==> src/rtl/sargantana_icache_pkg.sv <==
// Shared types for the icache fill path: fill-port owner and arbiter FSM state.
package sargantana_icache_pkg;

    typedef enum logic [1:0] {
        OWN_NONE = 2'd0,
        OWN_DMD  = 2'd1,
        OWN_PF   = 2'd2
    } owner_e;

    typedef enum logic [1:0] {
        ST_IDLE  = 2'd0,
        ST_REQ   = 2'd1,
        ST_WAIT  = 2'd2,
        ST_DRAIN = 2'd3
    } state_e;

endpackage

==> src/rtl/sargantana_icache_ifill_arbiter_chk.sv <==
// Protocol checker for the fill arbiter: flags L2 fills arriving with nothing outstanding.
module sargantana_icache_ifill_arbiter_chk
    import sargantana_icache_pkg::*;
(
    input  logic   clk_i,
    input  logic   rstn_i,
    input  state_e state_i,
    input  logic   fill_i
);

    // A fill is only legal while a request is in flight (WAIT) or being drained.
    always_ff @(posedge clk_i) begin
        if (rstn_i) begin
            assert (!(fill_i && ((state_i == ST_IDLE) || (state_i == ST_REQ))))
            else $warning("ifill arbiter: fill response with no outstanding request, ignored");
        end
    end

endmodule

==> src/rtl/sargantana_icache_ifill_arbiter.sv <==
// Single-port L2 instruction-fill arbiter: demand misses over next-line prefetches,
// one fill outstanding, demand-onto-prefetch merging and kill draining.
module sargantana_icache_ifill_arbiter
    import sargantana_icache_pkg::*;
#(
    parameter int unsigned PADDR_W = 40,
    parameter int unsigned LINE_W  = 256,
    parameter int unsigned WAY_W   = 2
) (
    input  logic               clk_i,
    input  logic               rstn_i,
    input  logic               dmd_req_valid_i,
    input  logic [PADDR_W-1:0] dmd_req_paddr_i,
    input  logic [WAY_W-1:0]   dmd_req_way_i,
    input  logic               dmd_kill_i,
    output logic               dmd_ack_o,
    input  logic               pf_req_valid_i,
    input  logic [PADDR_W-1:0] pf_req_paddr_i,
    output logic               pf_req_ready_o,
    output logic               l2_req_valid_o,
    input  logic               l2_req_ready_i,
    output logic [PADDR_W-1:0] l2_req_paddr_o,
    output logic [WAY_W-1:0]   l2_req_way_o,
    input  logic               l2_resp_valid_i,
    input  logic               l2_resp_inv_i,
    input  logic [LINE_W-1:0]  l2_resp_data_i,
    output logic               dmd_resp_valid_o,
    output logic               pf_resp_valid_o,
    output logic [LINE_W-1:0]  resp_data_o,
    output logic               inv_valid_o,
    output logic               busy_o
);

    state_e             state_q, state_d;
    owner_e             owner_q, owner_d;
    logic [PADDR_W-1:0] paddr_q, paddr_d;
    logic [WAY_W-1:0]   way_q, way_d;

    logic dmd_go_s;
    logic fill_s;
    logic merge_s;
    logic pf_owned_s;
    logic dmd_owned_s;

    assign dmd_go_s    = dmd_req_valid_i & ~dmd_kill_i;
    assign fill_s      = l2_resp_valid_i & ~l2_resp_inv_i;
    assign pf_owned_s  = (owner_q == OWN_PF);
    assign dmd_owned_s = (owner_q == OWN_DMD);
    // A demand can only ride an in-flight prefetch when it wants exactly that line.
    assign merge_s     = pf_owned_s & dmd_go_s & (dmd_req_paddr_i == paddr_q);

    // State, owner and captured request registers.
    always_ff @(posedge clk_i or negedge rstn_i) begin
        if (!rstn_i) begin
            state_q <= ST_IDLE;
            owner_q <= OWN_NONE;
            paddr_q <= {PADDR_W{1'b0}};
            way_q   <= {WAY_W{1'b0}};
        end else begin
            state_q <= state_d;
            owner_q <= owner_d;
            paddr_q <= paddr_d;
            way_q   <= way_d;
        end
    end

    // Next-state and capture logic.
    always_comb begin
        state_d = state_q;
        owner_d = owner_q;
        paddr_d = paddr_q;
        way_d   = way_q;
        case (state_q)
            ST_IDLE: begin
                if (dmd_go_s) begin
                    state_d = ST_REQ;
                    owner_d = OWN_DMD;
                    paddr_d = dmd_req_paddr_i;
                    way_d   = dmd_req_way_i;
                end else if (pf_req_valid_i) begin
                    state_d = ST_REQ;
                    owner_d = OWN_PF;
                    paddr_d = pf_req_paddr_i;
                    way_d   = {WAY_W{1'b0}};
                end else begin
                    state_d = ST_IDLE;
                end
            end
            ST_REQ: begin
                if (dmd_owned_s && dmd_kill_i) begin
                    // Once L2 has taken the request its fill must still be absorbed.
                    state_d = l2_req_ready_i ? ST_DRAIN : ST_IDLE;
                    owner_d = OWN_NONE;
                end else if (l2_req_ready_i) begin
                    state_d = ST_WAIT;
                end else if (pf_owned_s && dmd_go_s) begin
                    owner_d = OWN_DMD;
                    paddr_d = dmd_req_paddr_i;
                    way_d   = dmd_req_way_i;
                end else begin
                    state_d = ST_REQ;
                end
            end
            ST_WAIT: begin
                if (fill_s) begin
                    state_d = ST_IDLE;
                    owner_d = OWN_NONE;
                end else if (dmd_owned_s && dmd_kill_i) begin
                    state_d = ST_DRAIN;
                    owner_d = OWN_NONE;
                end else if (merge_s) begin
                    owner_d = OWN_DMD;
                    way_d   = dmd_req_way_i;
                end else begin
                    state_d = ST_WAIT;
                end
            end
            ST_DRAIN: begin
                if (fill_s) begin
                    state_d = ST_IDLE;
                end else begin
                    state_d = ST_DRAIN;
                end
            end
            default: begin
                state_d = ST_IDLE;
                owner_d = OWN_NONE;
            end
        endcase
    end

    // Handshake and response steering outputs.
    always_comb begin
        dmd_ack_o        = 1'b0;
        pf_req_ready_o   = 1'b0;
        l2_req_valid_o   = 1'b0;
        dmd_resp_valid_o = 1'b0;
        pf_resp_valid_o  = 1'b0;
        case (state_q)
            ST_IDLE: begin
                dmd_ack_o      = dmd_go_s;
                pf_req_ready_o = ~dmd_go_s & pf_req_valid_i;
            end
            ST_REQ: begin
                l2_req_valid_o = 1'b1;
                dmd_ack_o      = pf_owned_s & dmd_go_s & ~l2_req_ready_i;
            end
            ST_WAIT: begin
                dmd_ack_o = merge_s;
                if (fill_s) begin
                    // A merge landing on the fill cycle hands the line to the demand.
                    dmd_resp_valid_o = dmd_owned_s | merge_s;
                    pf_resp_valid_o  = pf_owned_s & ~merge_s;
                end else begin
                    dmd_resp_valid_o = 1'b0;
                    pf_resp_valid_o  = 1'b0;
                end
            end
            ST_DRAIN: begin
                dmd_ack_o = 1'b0;
            end
            default: begin
                dmd_ack_o = 1'b0;
            end
        endcase
    end

    assign l2_req_paddr_o = paddr_q;
    assign l2_req_way_o   = way_q;
    assign resp_data_o    = l2_resp_data_i;
    assign inv_valid_o    = l2_resp_valid_i & l2_resp_inv_i;
    assign busy_o         = (state_q != ST_IDLE);

    sargantana_icache_ifill_arbiter_chk u_chk (
        .clk_i   (clk_i),
        .rstn_i  (rstn_i),
        .state_i (state_q),
        .fill_i  (fill_s)
    );

endmodule

==> config.mk <==
export PLATFORM = sky130hd
export DESIGN_NAME = sargantana_icache_ifill_arbiter
export DESIGN_NICKNAME = d
export VERILOG_FILES = /design/src/rtl/sargantana_icache_pkg.sv /design/src/rtl/sargantana_icache_ifill_arbiter_chk.sv /design/src/rtl/sargantana_icache_ifill_arbiter.sv
export SDC_FILE = /design/constraint.sdc
export NUM_CORES = 1
export LEC_CHECK = 0
export BUFFER_PORTS_ARGS = -buffer_cell sky130_fd_sc_hd__buf_4
export CAP_MARGIN = 40
export CORE_AREA = 2 2 252 254
export CTS_CLUSTER_DIAMETER = 200
export DETAILED_ROUTE_END_ITERATION = 8
export DIE_AREA = 0 0 254 256
export PLACE_DENSITY_LB_ADDON = 0.08
export SKIP_LAST_GASP = 1
export SLEW_MARGIN = 30
export SYNTH_ARGS = -nofsm -noshare
export SYNTH_HDL_FRONTEND = slang
export SYNTH_HIERARCHICAL = 1
export SYNTH_SLANG_ARGS = --single-unit
==> constraint.sdc <==
create_clock -name clk_i -period 2.2 [get_ports clk_i]
set_input_delay 0.33 -clock clk_i [delete_from_list [all_inputs] [get_ports clk_i]]
set_output_delay 0.33 -clock clk_i [all_outputs]
set_load 0.02 [all_outputs]
==> results of run 1 <==
## worst max-delay path, cell delays in order, from the launching register on
cell      delay [ns]
dfrtp_1         0.41
xnor2_2         0.18
buf_4           0.14
nand4_1         0.09
buf_4           0.17
nor4_4          0.31
nand3_4         0.17
nor4bb_1        0.18
buf_4           0.16
## power groups by stage
| stage | sequential (W) | clock (W) | combinational, W |
|---|---|---|---|
| after floorplan | 0.00211 | 0 | 0.00258 |
| after CTS | 0.00167 | 0.000996 | 0.00542 |
| final | 0.00165 | 0.000898 | 0.00526 |
| after global placement | 0.00167 | 0 | 0.00525 |
| after global routing | 0.00173 | 0.00101 | 0.00582 |
| after detailed placement | 0.00166 | 0 | 0.00523 |
## cells in the mapped netlist (all sizes together)
cell	count	area share [%]
and3b	1	0.18
nand3	5	0.63
nor3	2	0.21
a221oi	1	0.18
nand3b	1	0.16
a21o	1	0.16
ha	7	1.8
nand4	9	1.2
dfrtp	46	24
and4bb	1	0.26
mux2i	42	8.8
nor4bb	1	0.21
a21oi	44	4.6
nor2b	1	0.13
a32oi	1	0.18
xnor2	40	7.3
nand2b	3	0.39
nor4	2	0.39
and3	1	0.13
mux2	4	0.94
buf	267	41
nand2	6	0.47
nor2	47	3.7
and2	1	0.13
a41oi	1	0.34
o21ai	7	0.73
o22ai	1	0.13
clkbuf	3	0.24
a211o	1	0.18
inv	8	0.63
## layout make-up
type / instances / area, um2 / area share (%)
repair buffers: 211 / 1680 / 28.8
clock buffers: 5 / 125 / 2.15
diodes: 1 / 2.50 / 0.0430
multi-input cells: 231 / 1750 / 30.1
well taps: 846 / 1060 / 18.2
flip-flops and latches: 46 / 1150 / 19.8
clock inverters: 3 / 18.8 / 0.323
inverters: 8 / 30.0 / 0.516
## routing by layer
metal  up-vias  share of wire, %  GRT usage (%)  wire length [um]
met3       117                15           4.95              3630
met4         4               6.0           4.67              1430
li1       1447                 -              -                 -
met5         -              0.31          0.677                73
met1      1423                36           7.27              8480
met2       339                43           10.3             10100
## through the flow
step / instance area, um2 / power [W] / hold slack, ns / setup slack, ns / utilization [%]
2_1_floorplan: 4770 / 0.00469 / 0.0344 / 0.143 / -
3_3_place_gp: 5440 / 0.00692 / 0.509 / -0.492 / 8.72
3_5_place_dp: 5460 / 0.00689 / 0.276 / -0.492 / 8.75
4_1_cts: 5750 / 0.00809 / 0.268 / -0.390 / 9.21
5_1_grt: 5810 / 0.00856 / 0.291 / -0.446 / 9.32
6_report: 5820 / 0.00781 / 0.300 / -0.272 / 9.32
## what timing repair did
item	in CTS	in global routing
setup buffers	4	4
resized for setup	15	6
hold endpoints to repair	18	0
endpoints found under the setup margin	44	13
hold buffers	1	0
pin swaps	4	5
## cell families (layout without fill, tap and decap cells)
family,Yosys count,count (layout),share of synthesized area (%)
AO/OA/AOI/OAI,57,57,6.53
flip-flops,46,46,24.1
adder cells (fa/ha/maj),7,7,1.84
XOR/XNOR,40,40,7.34
AND/OR/NAND/NOR,81,81,8.18
buffers and inverters,278,227,42.2
other,0,1,0
multiplexers,46,46,9.76
## state kept, by name, summed over array words and instances, names as in the netlist
| name | flops |
|---|---|
| l2_req_paddr_o | 40 |
| state_q | 2 |
| owner_q | 2 |
| l2_req_way_o | 2 |
## how the worst min path moves through the flow
stage | slack [ns] | startpoint | depth (start not counted) | end
global placement | 0.51 | rstn_i | 1 | l2_req_paddr_o[19]
finish | 0.30 | pf_req_paddr_i[15] | 3 | l2_req_paddr_o[15]
global route | 0.29 | pf_req_paddr_i[36] | 3 | l2_req_paddr_o[36]
detailed placement | 0.28 | rstn_i | 1 | l2_req_paddr_o[19]
CTS | 0.27 | pf_req_paddr_i[18] | 3 | l2_req_paddr_o[18]
floorplan | 0.03 | rstn_i | 0 | l2_req_paddr_o[0]
==> metrics, run 1 <==
switching portion of total power 45.6%; gpl congestion 0.691; Seq pwr share 21.2%; Final Hold Violating Endpoints 0; Max Slew Vio Count 0; Rel. slew slack 75.9%; Crit. Startpoint l2_req_paddr_o[4]; area grow syn2layout 21.9%; Int Pwr 0.00425 W; critical path capture point type output pin; most frequent cells in the layout buf_4 (202), dfrtp_1 (46), nor2_1 (45); Max Clk Rate 404 MHz; minimum clock period 2.47 ns; Clock Path Buffers 2; status finished with violations; Slew @ Worst Pin 0.359 ns; syn nets 908; CP arrival 2.14 ns; vias in the first global route 3881; nets 856; first-pass GRT wire length 31400 um; worst vdd ir 0.285 mV; H-tree Lvls 2; DRT Pass-1 Iters 4; largest net degree at the start of global routing 31; initial antenna violation count 2; Critical R2R Launch l2_req_paddr_o[4]; Via-to-Cell Ratio 2.46; gr usage total 7.12%; post-route ant nets 0; Worst Reg-to-Reg Cells 10; Cell variety after synth 36; clk_lat worst skew 0.33 ns; sequential share of the synthesized area 24.1%; clock network fraction of design power 11.5%; CTS Sinks 46; DRC viols 0; combinational power share 67.3%; Synthesis Warnings 6; Max Fanout on Critical Path 4; Core Box Area 62400 um2; row count 92; CTS tree built; CP Launch Type register; RSZ-0062 raised after global routing true; Setup Skew 0.0102 ns; min-delay worst type in2reg; Setup crit end pf_resp_valid_o; Die ar. 65000 um2; layout cells sized above 1 47.8%; root buf cell clkbuf_16; Starting Density 7.65%; # setup viols final 9; Vias 3330; syn_area_per_cell 8.60 um2; commonest non-fill, non-tap cell in the layout buf_4; final wirelength 23700 um; clk slew on worst S/H paths 0.09 ns; Req. time, crit path 1.87 ns; CTS buffer count 5; critical path type reg2out; violated checks negative setup slack; Sum Neg Setup Slack -1.79 ns; maxcap violations 0; Initial DRC Count 92; total grt overflow 0; P_sw 0.00356 W; register bit count reported by yosys 46; setup ws final -0.272 ns; Power per Cell Area 1340 nW/um2; WL per Instance 17.6 um; Die Ht 256 um; fill count 7349; worst reg2reg path endpoint state_q[1]; placed insts 1334; DP HPWL 19700 um; non-filler instance count after layout 1351; post-route clock period utilization 112%; IO Count 651; FF-to-FF setup slack -0.19 ns; synthesized instance count 555; PortBufs 138; Die W 254 um; Mapped Area 4770 um2; LEAKAGE 2.36 nW
No activity file was read; power rests on OpenSTA's default activity.
==> run 2, diff against run 1 <==
--- a/config.mk
+++ b/config.mk
@@ -12,9 +12,9 @@
 export DETAILED_ROUTE_END_ITERATION = 8
 export DIE_AREA = 0 0 254 256
 export PLACE_DENSITY_LB_ADDON = 0.08
+export SETUP_SLACK_MARGIN = 0.02
 export SKIP_LAST_GASP = 1
 export SLEW_MARGIN = 30
 export SYNTH_ARGS = -nofsm -noshare
 export SYNTH_HDL_FRONTEND = slang
-export SYNTH_HIERARCHICAL = 1
 export SYNTH_SLANG_ARGS = --single-unit
==> run 2 against run 1 <==
The run still ends with negative setup slack left. Die area did not move. Area after synthesis did not move. Routed wire length barely moved. Critical path type unchanged. Largest cell class unchanged. Largest power group unchanged.
==> metrics, run 2 <==
status finished with violations; violated checks negative setup slack; root buf cell clkbuf_16; Via-to-Cell Ratio 2.47; clk_lat worst skew 0.33 ns; IO Count 651; worst hold slack 0.300 ns; M2 GR Usage 10.3%; GRT busiest layer met2; Top FF cell, synth dfrtp_1; initial antenna violation count 2; Final Hold Violating Endpoints 0; Critical R2R Launch l2_req_paddr_o[3]; Synth top cells by count buf_4 (256), nor2_1 (47), dfrtp_1 (46); sequential share of the synthesized area 24.1%; worst vdd ir 0.282 mV; hold_sp pf_req_paddr_i[15]; total power 0.00782 W; min-delay worst type in2reg; synthesized instance count 555; Max Clk Rate 401 MHz; setup ws final -0.291 ns; routing usage on met3 4.95%; Starting Density 7.65%; Die ar. 65000 um2; CP arrival 2.16 ns; post-synth top area cell buf_4; area grow syn2layout 22.1%; syn nets 908; nets 857; Max Slew Vio Count 0; Worst Reg-to-Reg Cells 10; hold path cells 3; CP Launch Type register; DP HPWL 19700 um; DRT Pass-1 Iters 4; register bit count reported by yosys 46; Max Fanout on Critical Path 4; worst reg2reg path endpoint state_q[1]; first-pass GRT wire length 31400 um; final core utilization 9.34%; minimum clock period 2.49 ns; Sum Neg Setup Slack -1.97 ns; post-synth top area share 40.3%; count leader, synth buf_4; met1 Usage GRT 7.27%; Die Ht 256 um; Core Box Area 62400 um2; H-tree Lvls 2; CTS buffer count 5; row count 92; Mapped Area 4770 um2; Clock Path Buffers 2; Slew @ Worst Pin 0.359 ns; Cell variety after synth 36; syn_area_per_cell 8.60 um2; # setup viols final 9; largest net degree at the start of global routing 31; most frequent cells in the layout buf_4 (203), dfrtp_1 (46), nor2_1 (45); Req. time, crit path 1.87 ns; clk slew on worst S/H paths 0.08 ns; final wirelength 23700 um; gpl congestion 0.691; post-route ant nets 0; commonest non-fill, non-tap cell in the layout buf_4; Die W 254 um; non-filler instance count after layout 1352; layout cells sized above 1 47.9%; RSZ-0062 raised after global routing true; Setup Skew 0.0102 ns; FF-to-FF setup slack -0.21 ns; gr usage total 7.12%; top post-synthesis cells by area buf_4 (40%), dfrtp_1 (24%), mux2i_1 (8.8%); total grt overflow 0; placed insts 1334; Power per Cell Area 1340 nW/um2; Post-synth EDFFs 0; Synthesis Warnings 0; critical path capture point type output pin; PortBufs 138; FF+latch area 1150 um2; Initial DRC Count 109; number of flip-flops in the largest register 40; critical path type reg2out; Rel. slew slack 75.9%; LEAKAGE 2.37 nW; WHS Endpoint l2_req_paddr_o[15]; WL per Instance 17.5 um; CTS Sinks 46; asr flop ratio synth 100%; post-route clock period utilization 113%; vias in the first global route 3882; maxcap violations 0; Vias 3344; CTS tree built; DRC viols 0; fill count 7349; area of the multi-input gates 1750 um2
-- run 2: cell counts after synthesis --
No cell type changed its count.
-- run 2: worst max path at each step --
stage,from,endpoint
after global placement,dmd_req_paddr_i[3],owner_q[1]
final,l2_req_paddr_o[3],pf_resp_valid_o
after CTS,l2_req_paddr_o[3],pf_resp_valid_o
after global routing,l2_req_paddr_o[4],dmd_resp_valid_o
after floorplan,l2_req_paddr_o[18],dmd_ack_o
after detailed placement,dmd_req_paddr_i[3],owner_q[0]
-- run 2: cell type report --
type,count,share of cell area [%]
Multi-Input combinational cell,231,30.1
Clock inverter,3,0.322
Antenna cell,1,0.0430
Sequential cell,46,19.8
Clock buffer,5,2.15
Tap cell,846,18.2
Inverter,8,0.516
Timing Repair Buffer,212,28.9
-- run 2: routing by layer --
metal / share of wire (%) / up-vias
met1: 35 / 1435
met3: 16 / 119
met2: 42 / 337
li1: - / 1449
met4: 6.3 / 4
met5: 0.31 / -
-- run 2: logic make-up after synthesis --
logic type               count (synthesis)  synth area share, %
AO/OA/AOI/OAI                           57                 6.53
XOR/XNOR                                40                 7.34
adder cells (fa/ha/maj)                  7                 1.84
multiplexers                            46                 9.76
buffers and inverters                  278                 42.2
flip-flops                              46                 24.1
AND/OR/NAND/NOR                         81                 8.18
-- run 2: worst max-delay path, stage by stage (launching register included) --
cell	delay [ns]
dfrtp_1	0.42
xnor2_2	0.22
buf_4	0.14
nand4_1	0.17
nor3_2	0.25
buf_4	0.17
nand3_4	0.12
nor4bb_1	0.18
buf_4	0.16
-- run 2: where the power goes --
part / internal (W) / switching (W)
combinational: 0.00255 / 0.00272
clock: 0.000426 / 0.000472
sequential: 0.00129 / 0.000369
-- run 2: timing repair --
item	in CTS	in global routing
hold buffers	1	0
pin swaps	4	5
setup endpoints to repair	45	18
endpoints found under the hold margin	18	0
buffers inserted	4	4
gates resized for setup	14	7
-- run 2: per-stage QoR --
step,cell area [um2],setup slack [ns]
after floorplan,4770,0.143
after global placement,5440,-0.492
final,5820,-0.291
after global routing,5820,-0.446
after CTS,5750,-0.453
after detailed placement,5460,-0.492
